File: src/rtl/video_timing_gen.sv
// Raster timing generator: pixel clock-enable, h/v counters,
// blanking, syncs and strobes with frame-aligned NTSC/PAL/scandouble switching.
module video_timing_gen #(
  parameter int CE_DIV    = 4,
  parameter int H_ACTIVE  = 320,
  parameter int H_FP      = 16,
  parameter int H_SYNC    = 32,
  parameter int H_BP      = 32,
  parameter int NV_ACTIVE = 240,
  parameter int NV_FP     = 3,
  parameter int NV_SYNC   = 3,
  parameter int NV_BP     = 16,
  parameter int PV_ACTIVE = 288,
  parameter int PV_FP     = 3,
  parameter int PV_SYNC   = 3,
  parameter int PV_BP     = 18,
  parameter int HW        = 10,
  parameter int VW        = 10
) (
  input  logic          clk_sys,
  input  logic          reset,
  input  logic          pal,
  input  logic          scandouble,
  output logic          ce_pix,
  output logic [HW-1:0] hcount,
  output logic [VW-1:0] vcount,
  output logic          HBlank,
  output logic          VBlank,
  output logic          HSync,
  output logic          VSync,
  output logic          line_start,
  output logic          frame_start,
  output logic          pal_active,
  output logic          sd_active
);

  localparam int H_TOTAL  = H_ACTIVE + H_FP + H_SYNC + H_BP;
  localparam int NV_TOTAL = NV_ACTIVE + NV_FP + NV_SYNC + NV_BP;
  localparam int PV_TOTAL = PV_ACTIVE + PV_FP + PV_SYNC + PV_BP;
  localparam int CW       = $clog2(CE_DIV);
  localparam int VLW      = VW + 1;

  localparam logic [HW-1:0] H_LAST = HW'(H_TOTAL - 1);
  localparam logic [HW-1:0] H_ACT  = HW'(H_ACTIVE);
  localparam logic [HW-1:0] HS_B   = HW'(H_ACTIVE + H_FP);
  localparam logic [HW-1:0] HS_E   = HW'(H_ACTIVE + H_FP + H_SYNC);

  localparam logic [VW-1:0] NV_A  = VW'(NV_ACTIVE);
  localparam logic [VW-1:0] NVS_B = VW'(NV_ACTIVE + NV_FP);
  localparam logic [VW-1:0] NVS_E = VW'(NV_ACTIVE + NV_FP + NV_SYNC);
  localparam logic [VW-1:0] PV_A  = VW'(PV_ACTIVE);
  localparam logic [VW-1:0] PVS_B = VW'(PV_ACTIVE + PV_FP);
  localparam logic [VW-1:0] PVS_E = VW'(PV_ACTIVE + PV_FP + PV_SYNC);

  localparam logic [VLW-1:0] NV_L1 = VLW'(NV_TOTAL - 1);
  localparam logic [VLW-1:0] NV_L2 = VLW'(2 * NV_TOTAL - 1);
  localparam logic [VLW-1:0] PV_L1 = VLW'(PV_TOTAL - 1);
  localparam logic [VLW-1:0] PV_L2 = VLW'(2 * PV_TOTAL - 1);

  localparam logic [CW-1:0] D_N = CW'(CE_DIV - 1);
  localparam logic [CW-1:0] D_S = CW'(CE_DIV / 2 - 1);

  logic [CW-1:0]  cd;
  logic [CW-1:0]  d_max;
  logic [VLW-1:0] vl;
  logic [VLW-1:0] vl_max;
  logic [VLW-1:0] vl_n;
  logic [HW-1:0]  h_n;
  logic [VW-1:0]  v_n;
  logic [VW-1:0]  v_act;
  logic [VW-1:0]  vs_b;
  logic [VW-1:0]  vs_e;
  logic           h_wrap;
  logic           f_wrap;
  logic           pal_n;
  logic           sd_n;

  // Divider limit follows the mode in effect; >= compare absorbs a shrink mid-count.
  always_comb begin
    d_max = sd_active ? D_S : D_N;
  end

  // Pixel clock-enable divider.
  always_ff @(posedge clk_sys or posedge reset) begin
    if (reset) begin
      cd     <= '0;
      ce_pix <= 1'b0;
    end else if (cd >= d_max) begin
      cd     <= '0;
      ce_pix <= 1'b1;
    end else begin
      cd     <= cd + 1'b1;
      ce_pix <= 1'b0;
    end
  end

  // Next counter values, mode latch at the frame wrap, and flag thresholds.
  always_comb begin
    h_wrap = (hcount == H_LAST);
    unique case ({pal_active, sd_active})
      2'b00:   vl_max = NV_L1;
      2'b01:   vl_max = NV_L2;
      2'b10:   vl_max = PV_L1;
      default: vl_max = PV_L2;
    endcase
    f_wrap = h_wrap && (vl == vl_max);
    pal_n  = f_wrap ? pal : pal_active;
    sd_n   = f_wrap ? scandouble : sd_active;
    h_n    = h_wrap ? '0 : hcount + 1'b1;
    vl_n   = vl;
    if (f_wrap)
      vl_n = '0;
    else if (h_wrap)
      vl_n = vl + 1'b1;
    v_n   = sd_n ? VW'(vl_n >> 1) : VW'(vl_n);
    v_act = pal_n ? PV_A  : NV_A;
    vs_b  = pal_n ? PVS_B : NVS_B;
    vs_e  = pal_n ? PVS_E : NVS_E;
  end

  // Counters, flags and strobes all load on the same pixel edge.
  always_ff @(posedge clk_sys or posedge reset) begin
    if (reset) begin
      hcount      <= '0;
      vl          <= '0;
      vcount      <= '0;
      HBlank      <= 1'b0;
      VBlank      <= 1'b0;
      HSync       <= 1'b0;
      VSync       <= 1'b0;
      line_start  <= 1'b0;
      frame_start <= 1'b0;
      pal_active  <= 1'b0;
      sd_active   <= 1'b0;
    end else if (ce_pix) begin
      hcount      <= h_n;
      vl          <= vl_n;
      vcount      <= v_n;
      HBlank      <= (h_n >= H_ACT);
      HSync       <= (h_n >= HS_B) && (h_n < HS_E);
      VBlank      <= (v_n >= v_act);
      VSync       <= (v_n >= vs_b) && (v_n < vs_e);
      line_start  <= h_wrap;
      frame_start <= f_wrap;
      pal_active  <= pal_n;
      sd_active   <= sd_n;
    end else begin
      line_start  <= 1'b0;
      frame_start <= 1'b0;
    end
  end

endmodule

File: config.mk
export PLATFORM = sky130hd
export DESIGN_NAME = video_timing_gen
export DESIGN_NICKNAME = d
export VERILOG_FILES = /design/src/rtl/video_timing_gen.sv
export SDC_FILE = /design/constraint.sdc
export NUM_CORES = 1
export LEC_CHECK = 0
export CAP_MARGIN = 20
export CELL_PAD_IN_SITES_DETAIL_PLACEMENT = 1
export CELL_PAD_IN_SITES_GLOBAL_PLACEMENT = 2
export CORE_MARGIN = 4
export CORE_UTILIZATION = 37
export CTS_CLUSTER_SIZE = 8
export DETAILED_ROUTE_END_ITERATION = 12
export HOLD_SLACK_MARGIN = 0.12
export PLACE_DENSITY_LB_ADDON = 0.1
export SLEW_MARGIN = 20
export SYNTH_ARGS = -nofsm -noshare
export SYNTH_HDL_FRONTEND = slang
export SYNTH_SLANG_ARGS = --single-unit
File: constraint.sdc
create_clock -name clk_sys -period 10.8 [get_ports clk_sys]
set_input_delay 2.16 -clock clk_sys [delete_from_list [all_inputs] [get_ports clk_sys]]
set_output_delay 2.16 -clock clk_sys [all_outputs]
set_load 0.05 [all_outputs]
==> results of run 1 <==
[cell type report]
| cell class | instances | share of cell area, % |
|---|---|---|
| multi-input cells | 253 | 49.8 |
| flip-flops and latches | 42 | 31.4 |
| repair buffers | 34 | 10.0 |
| well taps | 99 | 3.70 |
| clock buffers | 5 | 2.06 |
| inverters | 15 | 1.68 |
| clock inverters | 3 | 1.35 |
[worst max-delay path: stages (launching register included)]
cell and delay [ps]:
dfrtp_1 530, nor4_1 580, nand3_1 330, a2111oi_1 620, and2_1 510, nor2_1 120, a21o_1 220, ha_1 330
a21o_1 180, a21oi_1 160, nand4_1 160, or2_2 310, o41ai_2 210
[cell families (layout without fill, tap and decap cells)]
family | Yosys count | in the layout | share of synthesized area, %
flops | 42 | 42 | 36.6
xor+xnor | 14 | 14 | 4.27
compound gates | 81 | 81 | 18.9
fa+ha+maj | 9 | 9 | 3.92
mux | 15 | 15 | 5.88
buf+inv | 39 | 57 | 5.40
simple gates | 134 | 134 | 25.0
[routing by layer]
metal,vias up,part of all wire [%]
li1,1248,-
met4,0,1.1
met2,44,45
met3,8,3.8
met1,1282,51
met5,-,0
[flip-flops by register name (all words and copies together) (netlist names)]
signal       flops
VBlank           1
pal_active       1
vcount          10
hcount          10
HSync            1
frame_start      1
cd               2
HBlank           1
ce_pix           1
vl              11
sd_active        1
line_start       1
VSync            1
[placed cells by master, fill, tap and decap left out, types with 9 or more instances in the layout]
cell / instances
dfrtp_1: 42
inv_1: 13
mux2_2: 11
a21oi_1: 12
o21ai_0: 27
xnor2_1: 10
nand2_1: 32
nor2_1: 26
clkdlybuf4s50_1: 32
nand3_1: 19
nand4_1: 9
ha_1: 9
[where the power goes]
part / internal, W / leakage [nW] / switching [W] / total, W
registers: 0.000189 / 0.558 / 0.0000330 / 0.000222
clock network: 0.0000689 / 0.0504 / 0.0000621 / 0.000131
logic: 0.000100 / 0.744 / 0.000199 / 0.000299
total: 0.000358 / 1.35 / 0.000294 / 0.000652
[final timing paths]
path,start,endpoint,slack [ps],cells after the start
worst max-delay path,hcount[6],VSync,6420,12
worst min-delay path,cd[0],cd[0],480,1
worst max register to register,hcount[6],VSync,6420,12
worst min register to register,cd[0],cd[0],480,1
max in group asynchronous,reset,vl[7],7840,2
min in group asynchronous,reset,hcount[0],2370,2
[stage by stage]
stage	hold slack [ps]	power, W	cells
floorplan	444	0.000436	334
global placement	459	0.000522	443
detailed placement	468	0.000527	443
CTS	481	0.000662	451
global route	517	0.000697	451
finish	479	0.000652	451
==> impl_metrics.toml, run 1 <==
[grt]
grt-ovfl-total = 0
globalRouteMet2Util_pct = 30.6
grt_use_met1_pct = 29.3
grt_max_degree = 43
track_usage_pct = 20.0
met3_usage_pct = 3.75
grt_pass1_wl_microns = 14200
antenna_found_initial = 0
grt_pass1_vias = 2594
top_usage_layer = "met2"

[route]
postRouteAntennaNets = 0
routedWlPerCell_microns = 18.6
drc = 0
drtIter0Drc = 131
dr.pass1.iters = 4
wl_microns = 8390
viasPerCell = 5.73
vias = 2582

[clocking]
clock_path_buffers = 2
ctsHoldBuffers = 0
htreeDepth = 2
cts_made_buffers = 5
clock_sinks = 42
cts_resized = 0
clk_latency_ps = 300
cts_tree = "done"
post-cts-setup-buffers = 0
cts.clk_slew.worst_paths_ps = 90
root_buffer = "clkbuf_8"

[placed_design]
pre_cts_ws_ps = 6470
port_buffers = 32
post-dp-hpwl_microns = 5910
gp_congestion = 0.844
placed_area_sq_um = 3230

[sta]
period_share_pct = 40.5
fin_ws_ps = 6420
setup_viol = 0
finalHoldViolations = 0
tns_ps = 0
fmax_ghz = 0.228
tightest_slew_ps = 929
rsz0062_at_grt = "no"
clock_skew_ps = 10.8
maxSlewHeadroom_pct = 38.0
period_needed_ps = 4380
maxSlewViolCount = 0

[critical_path]
crit_required_ps = 11000
crit_arrival_ps = 4580
cp_max_fo = 13
crit_type = "reg -> reg"
end_kind = "flip-flop"
crit_path_start_kind = "flip-flop"

[die]
core_area_sq_um = 7410
die_h_microns = 96.1
initial_core_util_pct = 38.8
rows = 31
ios = 33
die_area_sq_um = 9240
dieWidth_microns = 96.1

[layout]
stdcell_area_sq_um = 3350
drive_gt1_share_pct = 9.38
ff_latch_area_sq_um = 1050
antenna_cells = 0
nNetsFinal = 364
multi_input_area_sq_um = 1670
nFillCells = 885
post-route-util_pct = 45.2
area_growth_pct = 16.5

[run]
drv_cap = 0

[synth]
synth_edf_count = 0
synth.most_common_cell = "dfrtp_1"
netlist_top_cells_count = "dfrtp_1 (42), nand2_1 (32), o21ai_0 (27), nor2_1 (26)"
ys.flop_type = "dfrtp_1"
ys_seq_area_share_pct = 36.6
syn_avg_cell_area_sq_um = 8.60
yosys-top-cells-area = "dfrtp_1 (37%), o21ai_0 (4.7%), mux2_2 (4.3%), nand2_1 (4.2%), ha_1 (3.9%)"
async_reset_ff_share_pct = 100
yosys_warnings = 0
synthDistinctLibCells = 62
synth_nets = 347
synth_top_cell_by_area = "dfrtp_1"
postSynthCellCount = 334
yosys_register_bits = 42
yosys.area.top_type_share_pct = 36.6
syn_area_sq_um = 2870

[pwr]
power_density_nw_per_um2 = 195
ir_drop_v = 0.000206
leakagePower_nw = 1.35

[outcome]
status = "completed"

[worst_hold_path]
hold_path_class = "reg -> reg"
Note: power is estimated with default switching activity, not from simulation.
==> inputs of run 2 (changes only) <==
--- a/config.mk
+++ b/config.mk
@@ -9,7 +9,7 @@
 export CELL_PAD_IN_SITES_DETAIL_PLACEMENT = 1
 export CELL_PAD_IN_SITES_GLOBAL_PLACEMENT = 2
 export CORE_MARGIN = 4
-export CORE_UTILIZATION = 37
+export CORE_UTILIZATION = 31
 export CTS_CLUSTER_SIZE = 8
 export DETAILED_ROUTE_END_ITERATION = 12
 export HOLD_SLACK_MARGIN = 0.12
==> constraint.sdc (replaced) <==
create_clock -name clk_sys -period 3.8 [get_ports clk_sys]
set_input_delay 0.76 -clock clk_sys [delete_from_list [all_inputs] [get_ports clk_sys]]
set_output_delay 0.76 -clock clk_sys [all_outputs]
set_load 0.05 [all_outputs]
==> run 2 against run 1 <==
Against the previous run: routed wire length increased by 1.9%; non-clock buffer count increased by 15; sequential power increased to 2.8 times the previous value; utilization decreased by 6.1 points; sequential share of layout area decreased by 0.94 points; first-iteration DRC count decreased by 19%; maximum frequency increased by 22%; critical path type unchanged; highest routed layer unchanged; worst setup slack got worse by 6200 ps; global-route usage decreased by 3.8 points.
==> impl_metrics.toml, run 2 (same netlist as run 1, synthesis figures left out) <==
[sta]
rsz0062_at_grt = "no"
period_needed_ps = 3580
finalHoldViolations = 0
tightest_slew_ps = 928
fin_ws_ps = 216
setup_viol = 0
maxSlewHeadroom_pct = 38.0
fmax_ghz = 0.279
maxSlewViolCount = 0
period_share_pct = 94.3
tns_ps = 0
holdWs_ps = 480
clock_skew_ps = 10.7

[critical_path]
critical_path_depth = 11
reg2reg_slack_ps = 220
crit_start = "hcount[9]"
reg2reg_depth = 11
crit_path_start_kind = "flip-flop"
cp_max_fo = 7
crit_end = "VSync"
r2r-start = "hcount[9]"
cpLargestDelayFamily = "simple AND/OR/NAND/NOR gates"
crit_required_ps = 4000
end_kind = "flip-flop"
crit_chain = "or4_4 -> or4_4 -> nor2_1 -> a31oi_1 -> a32oi_1 -> ha_1 -> a21o_1 -> a21oi_1 -> nand4_1 -> or2_2 -> o41ai_2"
crit_slowest_cell = "or4_4"
crit_type = "reg -> reg"
crit_top_cell = "or4_4"
crit_arrival_ps = 3780
slowest_delay_ps = 630
critPathBufInv = 0
r2r_end = "VSync"

[layout]
nNetsFinal = 379
antenna_cells = 0
post-route-util_pct = 39.1
largest_reg_flops = 11
layout_commonest_cell = "dfrtp_1"
reg_top3 = "vl (11), hcount (10), vcount (10)"
most-common-layout-cells = "dfrtp_1 (40), nand2_1 (32), clkdlybuf4s50_1 (32)"
max_flop_register = "vl"
area_growth_pct = 20.4
drive_gt1_share_pct = 14.2

[die]
ios = 33
rows = 34
die_area_sq_um = 10900
initial_core_util_pct = 32.5
die_h_microns = 104
dieWidth_microns = 104
core_area_sq_um = 8850

[outcome]
status = "completed"

[clocking]
htreeDepth = 2
clock_path_buffers = 2
post-cts-setup-buffers = 0
cts.clk_slew.worst_paths_ps = 90
root_buffer = "clkbuf_8"
cts_tree = "done"
clk_latency_ps = 300
clock_sinks = 42
ctsHoldBuffers = 0
cts_made_buffers = 5

[route]
wl_microns = 8550
routedWlPerCell_microns = 18.0
drc = 0
dr.pass1.iters = 4
postRouteAntennaNets = 0
viasPerCell = 5.52
drtIter0Drc = 106
vias = 2622

[placed_design]
port_buffers = 32
pre_cts_ws_ps = 152
post-dp-hpwl_microns = 6300
gp_congestion = 0.758

[pwr]
p_clk_share_pct = 16.6
pwr-share-comb_pct = 48.8
p_sw_share_pct = 45.9
ir_drop_v = 0.000372
power_density_nw_per_um2 = 524
p_sw_w = 0.000831
totalPowerFinal_w = 0.00181
seqPwrFrac_pct = 34.6
p_int_w = 0.000981
leakagePower_nw = 1.42

[run]
drv_cap = 0

[grt]
grt_max_degree = 43
grt-ovfl-total = 0
grt_pass1_wl_microns = 14500
antenna_found_initial = 0
track_usage_pct = 16.2
grt_pass1_vias = 2627

[worst_hold_path]
hold_path_class = "reg -> reg"
## run 2: area by class of cell
| type | instances | area, sq um |
|---|---|---|
| clock buffer | 5 | 68.8 |
| clock inverter | 3 | 21.3 |
| fill | 1063 | 5390 |
| inverter | 15 | 56.3 |
| multi-input combinational | 253 | 1680 |
| sequential | 42 | 1050 |
| tap | 108 | 135 |
| timing repair buffer | 49 | 448 |
## run 2: how the worst min path moves through the flow
stage               startpoint  endpoint  depth (start not counted)
global route             cd[0]     cd[0]                          1
detailed placement       cd[0]     cd[0]                          1
floorplan                cd[0]     cd[0]                          1
finish                   cd[0]     cd[0]                          1
global placement         cd[0]     cd[0]                          1
CTS                      cd[0]     cd[0]                          1
## run 2: worst reg2reg max path: cells and delay by family (launching register included)
family | cells | cell delay, ps
and+or+nand+nor | 5 | 1890
DFF | 1 | 460
AOI/OAI and AO/OA | 5 | 850
adders and majority gates | 1 | 300
## run 2: metal layers
layer  routed length [microns]  GRT usage [%]  share of wire, %
met5                         0              0                 0
met3                       230           2.42               2.7
met1                      4490           24.2                52
met2                      3790           25.4                44
met4                        41           2.28              0.48
## run 2: metrics by stage
stage               cell area, sq um  cells
floorplan                       2880    334
global placement                3360    467
detailed placement              3360    467
CTS                             3450    475
global route                    3460    475
finish                          3460    475
## run 2: repair_timing
action                                  4_1_cts  5_1_grt
hold endpoints to repair                      0        0
endpoints found under the setup margin        0        1
resized for setup                             0        1
## run 2: power by group through the flow
stage / clock, W / combinational (W) / sequential (W)
floorplan: 0 / 0.000336 / 0.000905
detailed placement: 0 / 0.000898 / 0.000638
CTS: 0.000316 / 0.000901 / 0.000630
finish: 0.000300 / 0.000885 / 0.000626
global route: 0.000330 / 0.000957 / 0.000649
global placement: 0 / 0.000893 / 0.000634
==> inputs of run 3 (changes only) <==
--- a/config.mk
+++ b/config.mk
@@ -9,9 +9,11 @@
 export CELL_PAD_IN_SITES_DETAIL_PLACEMENT = 1
 export CELL_PAD_IN_SITES_GLOBAL_PLACEMENT = 2
 export CORE_MARGIN = 4
-export CORE_UTILIZATION = 31
+export CORE_UTILIZATION = 36
+export CTS_BUF_LIST = sky130_fd_sc_hd__clkbuf_8
 export CTS_CLUSTER_SIZE = 8
 export DETAILED_ROUTE_END_ITERATION = 12
+export DONT_BUFFER_PORTS = 1
 export HOLD_SLACK_MARGIN = 0.12
 export PLACE_DENSITY_LB_ADDON = 0.1
 export SLEW_MARGIN = 20
==> run 3 against run 2 <==
Against the previous run: die area down 13%; register-to-register slack better by 110 ps; sequential share of layout area up 2.4 points; cell count down 5.5%; clock power down 6%; critical endpoint unchanged; largest power group is now registers; highest routed layer unchanged.
==> impl_metrics.toml, run 3 (same netlist as run 1, synthesis figures left out) <==
[grt]
track_usage_pct = 18.6
grt_pass1_vias = 2605
antenna_found_initial = 0
grt_max_degree = 43
grt-ovfl-total = 0
grt_pass1_wl_microns = 14500

[clocking]
clk_latency_ps = 300
clock_path_buffers = 2
clock_sinks = 42
cts_made_buffers = 5
root_buffer = "clkbuf_8"
cts_tree = "done"
cts.clk_slew.worst_paths_ps = 80
ctsHoldBuffers = 0
htreeDepth = 2

[critical_path]
reg2reg_depth = 11
crit_path_start_kind = "flip-flop"
crit_arrival_ps = 3670
end_kind = "flip-flop"
crit_required_ps = 3990
crit_type = "reg -> reg"
cp_max_fo = 7

[layout]
largest_reg_flops = 11
drive_gt1_share_pct = 17.9
post-route-util_pct = 41.6
layout_commonest_cell = "dfrtp_1"
nNetsFinal = 359
nFillCells = 935
max_flop_register = "vl"
reg_top3 = "vl (11), hcount (10), vcount (10)"
most-common-layout-cells = "dfrtp_1 (39), nand2_1 (32), buf_4 (29)"
antenna_cells = 0
area_growth_pct = 11.9
final_cells = 449

[placed_design]
gp_congestion = 0.808
pre_cts_ws_ps = 328
port_buffers = 0
dp.cells = 441
post-dp-hpwl_microns = 6210

[worst_hold_path]
hold_path_class = "reg -> reg"
min_delay_path_depth = 1

[route]
drc = 0
routedWlPerCell_microns = 18.9
dr.pass1.iters = 4
vias = 2542
viasPerCell = 5.66
wl_microns = 8500
drtIter0Drc = 147
postRouteAntennaNets = 0

[die]
ios = 33
die_area_sq_um = 9470
die_h_microns = 97.3
dieWidth_microns = 97.3
rows = 32
initial_core_util_pct = 37.2
core_area_sq_um = 7730

[sta]
maxSlewViolCount = 0
rsz0062_at_grt = "no"
clock_skew_ps = 5.46
fmax_ghz = 0.287
setup_viol = 0
period_needed_ps = 3480
tns_ps = 0
finalHoldViolations = 0
maxSlewHeadroom_pct = 39.9
period_share_pct = 91.5
tightest_slew_ps = 900
fin_ws_ps = 322

[outcome]
status = "completed"

[run]
drv_cap = 0

[pwr]
leakagePower_nw = 1.37
power_density_nw_per_um2 = 520
ir_drop_v = 0.000339
==> run 3: cell count changes in the layout (fill, tap and decap cells not counted) <==
cell,change
nor4_1,-1
buf_4,+12
clkinv_4,-1
dfrtp_2,+1
or4_4,-1
clkdlybuf4s50_1,-32
inv_1,+3
nor4_2,+1
clkinvlp_4,-1
clkinv_2,-1
or4_1,+1
dfrtp_1,-1
==> run 3: through the flow <==
step                      cell area, sq um  hold WS, ps  total power (W)
after CTS                             3210          481          0.00170
after floorplan                       2880          444          0.00124
after global placement                3130          461          0.00139
after detailed placement              3130          470          0.00141
after global routing                  3210          500          0.00179
final                                 3210          482          0.00167
==> run 3: where the power goes <==
part | leakage [nW] | switching, W | total, W | internal [W]
Sequential | 0.554 | 0.000223 | 0.000761 | 0.000538
Combinational | 0.767 | 0.000428 | 0.000629 | 0.000201
Clock | 0.0519 | 0.000158 | 0.000281 | 0.000123
==> run 3: worst paths after layout <==
check	start	end	slack, ps
setup / recovery	hcount[9]	VSync	320
hold / removal	cd[0]	cd[0]	480
setup reg to reg	hcount[9]	VSync	320
hold reg to reg	cd[0]	cd[0]	480
max in group asynchronous	reset	ce_pix	2640
min in group asynchronous	reset	hcount[1]	530
==> run 3: worst max-delay path, stage by stage (launching register included) <==
cell and delay, ps:
dfrtp_1 410, or4_4 610, or4_1 590, nor2_1 210, a31oi_1 70, a32oi_1 220, ha_1 290, a21o_1 180
a21oi_1 140, nand4_1 150, or2_2 310, o41ai_2 200
==> run 3: timing repair <==
| action | 4_1_cts | 5_1_grt |
|---|---|---|
| resized for setup | 0 | 1 |
| setup buffers | 0 | 0 |
| endpoints found under the setup margin | 0 | 1 |
| endpoints found under the hold margin | 0 | 0 |
==> run 3: final cells by class <==
class,count,area (sq um),share of cell area (%)
multi-input cells,253,1680,52.2
clock buffers,5,68.8,2.14
well taps,102,128,3.97
flip-flops and latches,42,1050,32.8
inverters,15,56.3,1.75
repair buffers,29,218,6.77
clock inverters,3,11.3,0.350
==> run 3: routing by layer <==
| layer | vias to the layer above | routed length, microns | track usage [%] |
|---|---|---|---|
| li1 | 1243 | - | - |
| met1 | 1266 | 4270 | 27.0 |
| met2 | 31 | 3950 | 29.4 |
| met3 | 2 | 245 | 3.59 |
| met4 | 0 | 30 | 3.09 |
| met5 | - | 0 | 0 |
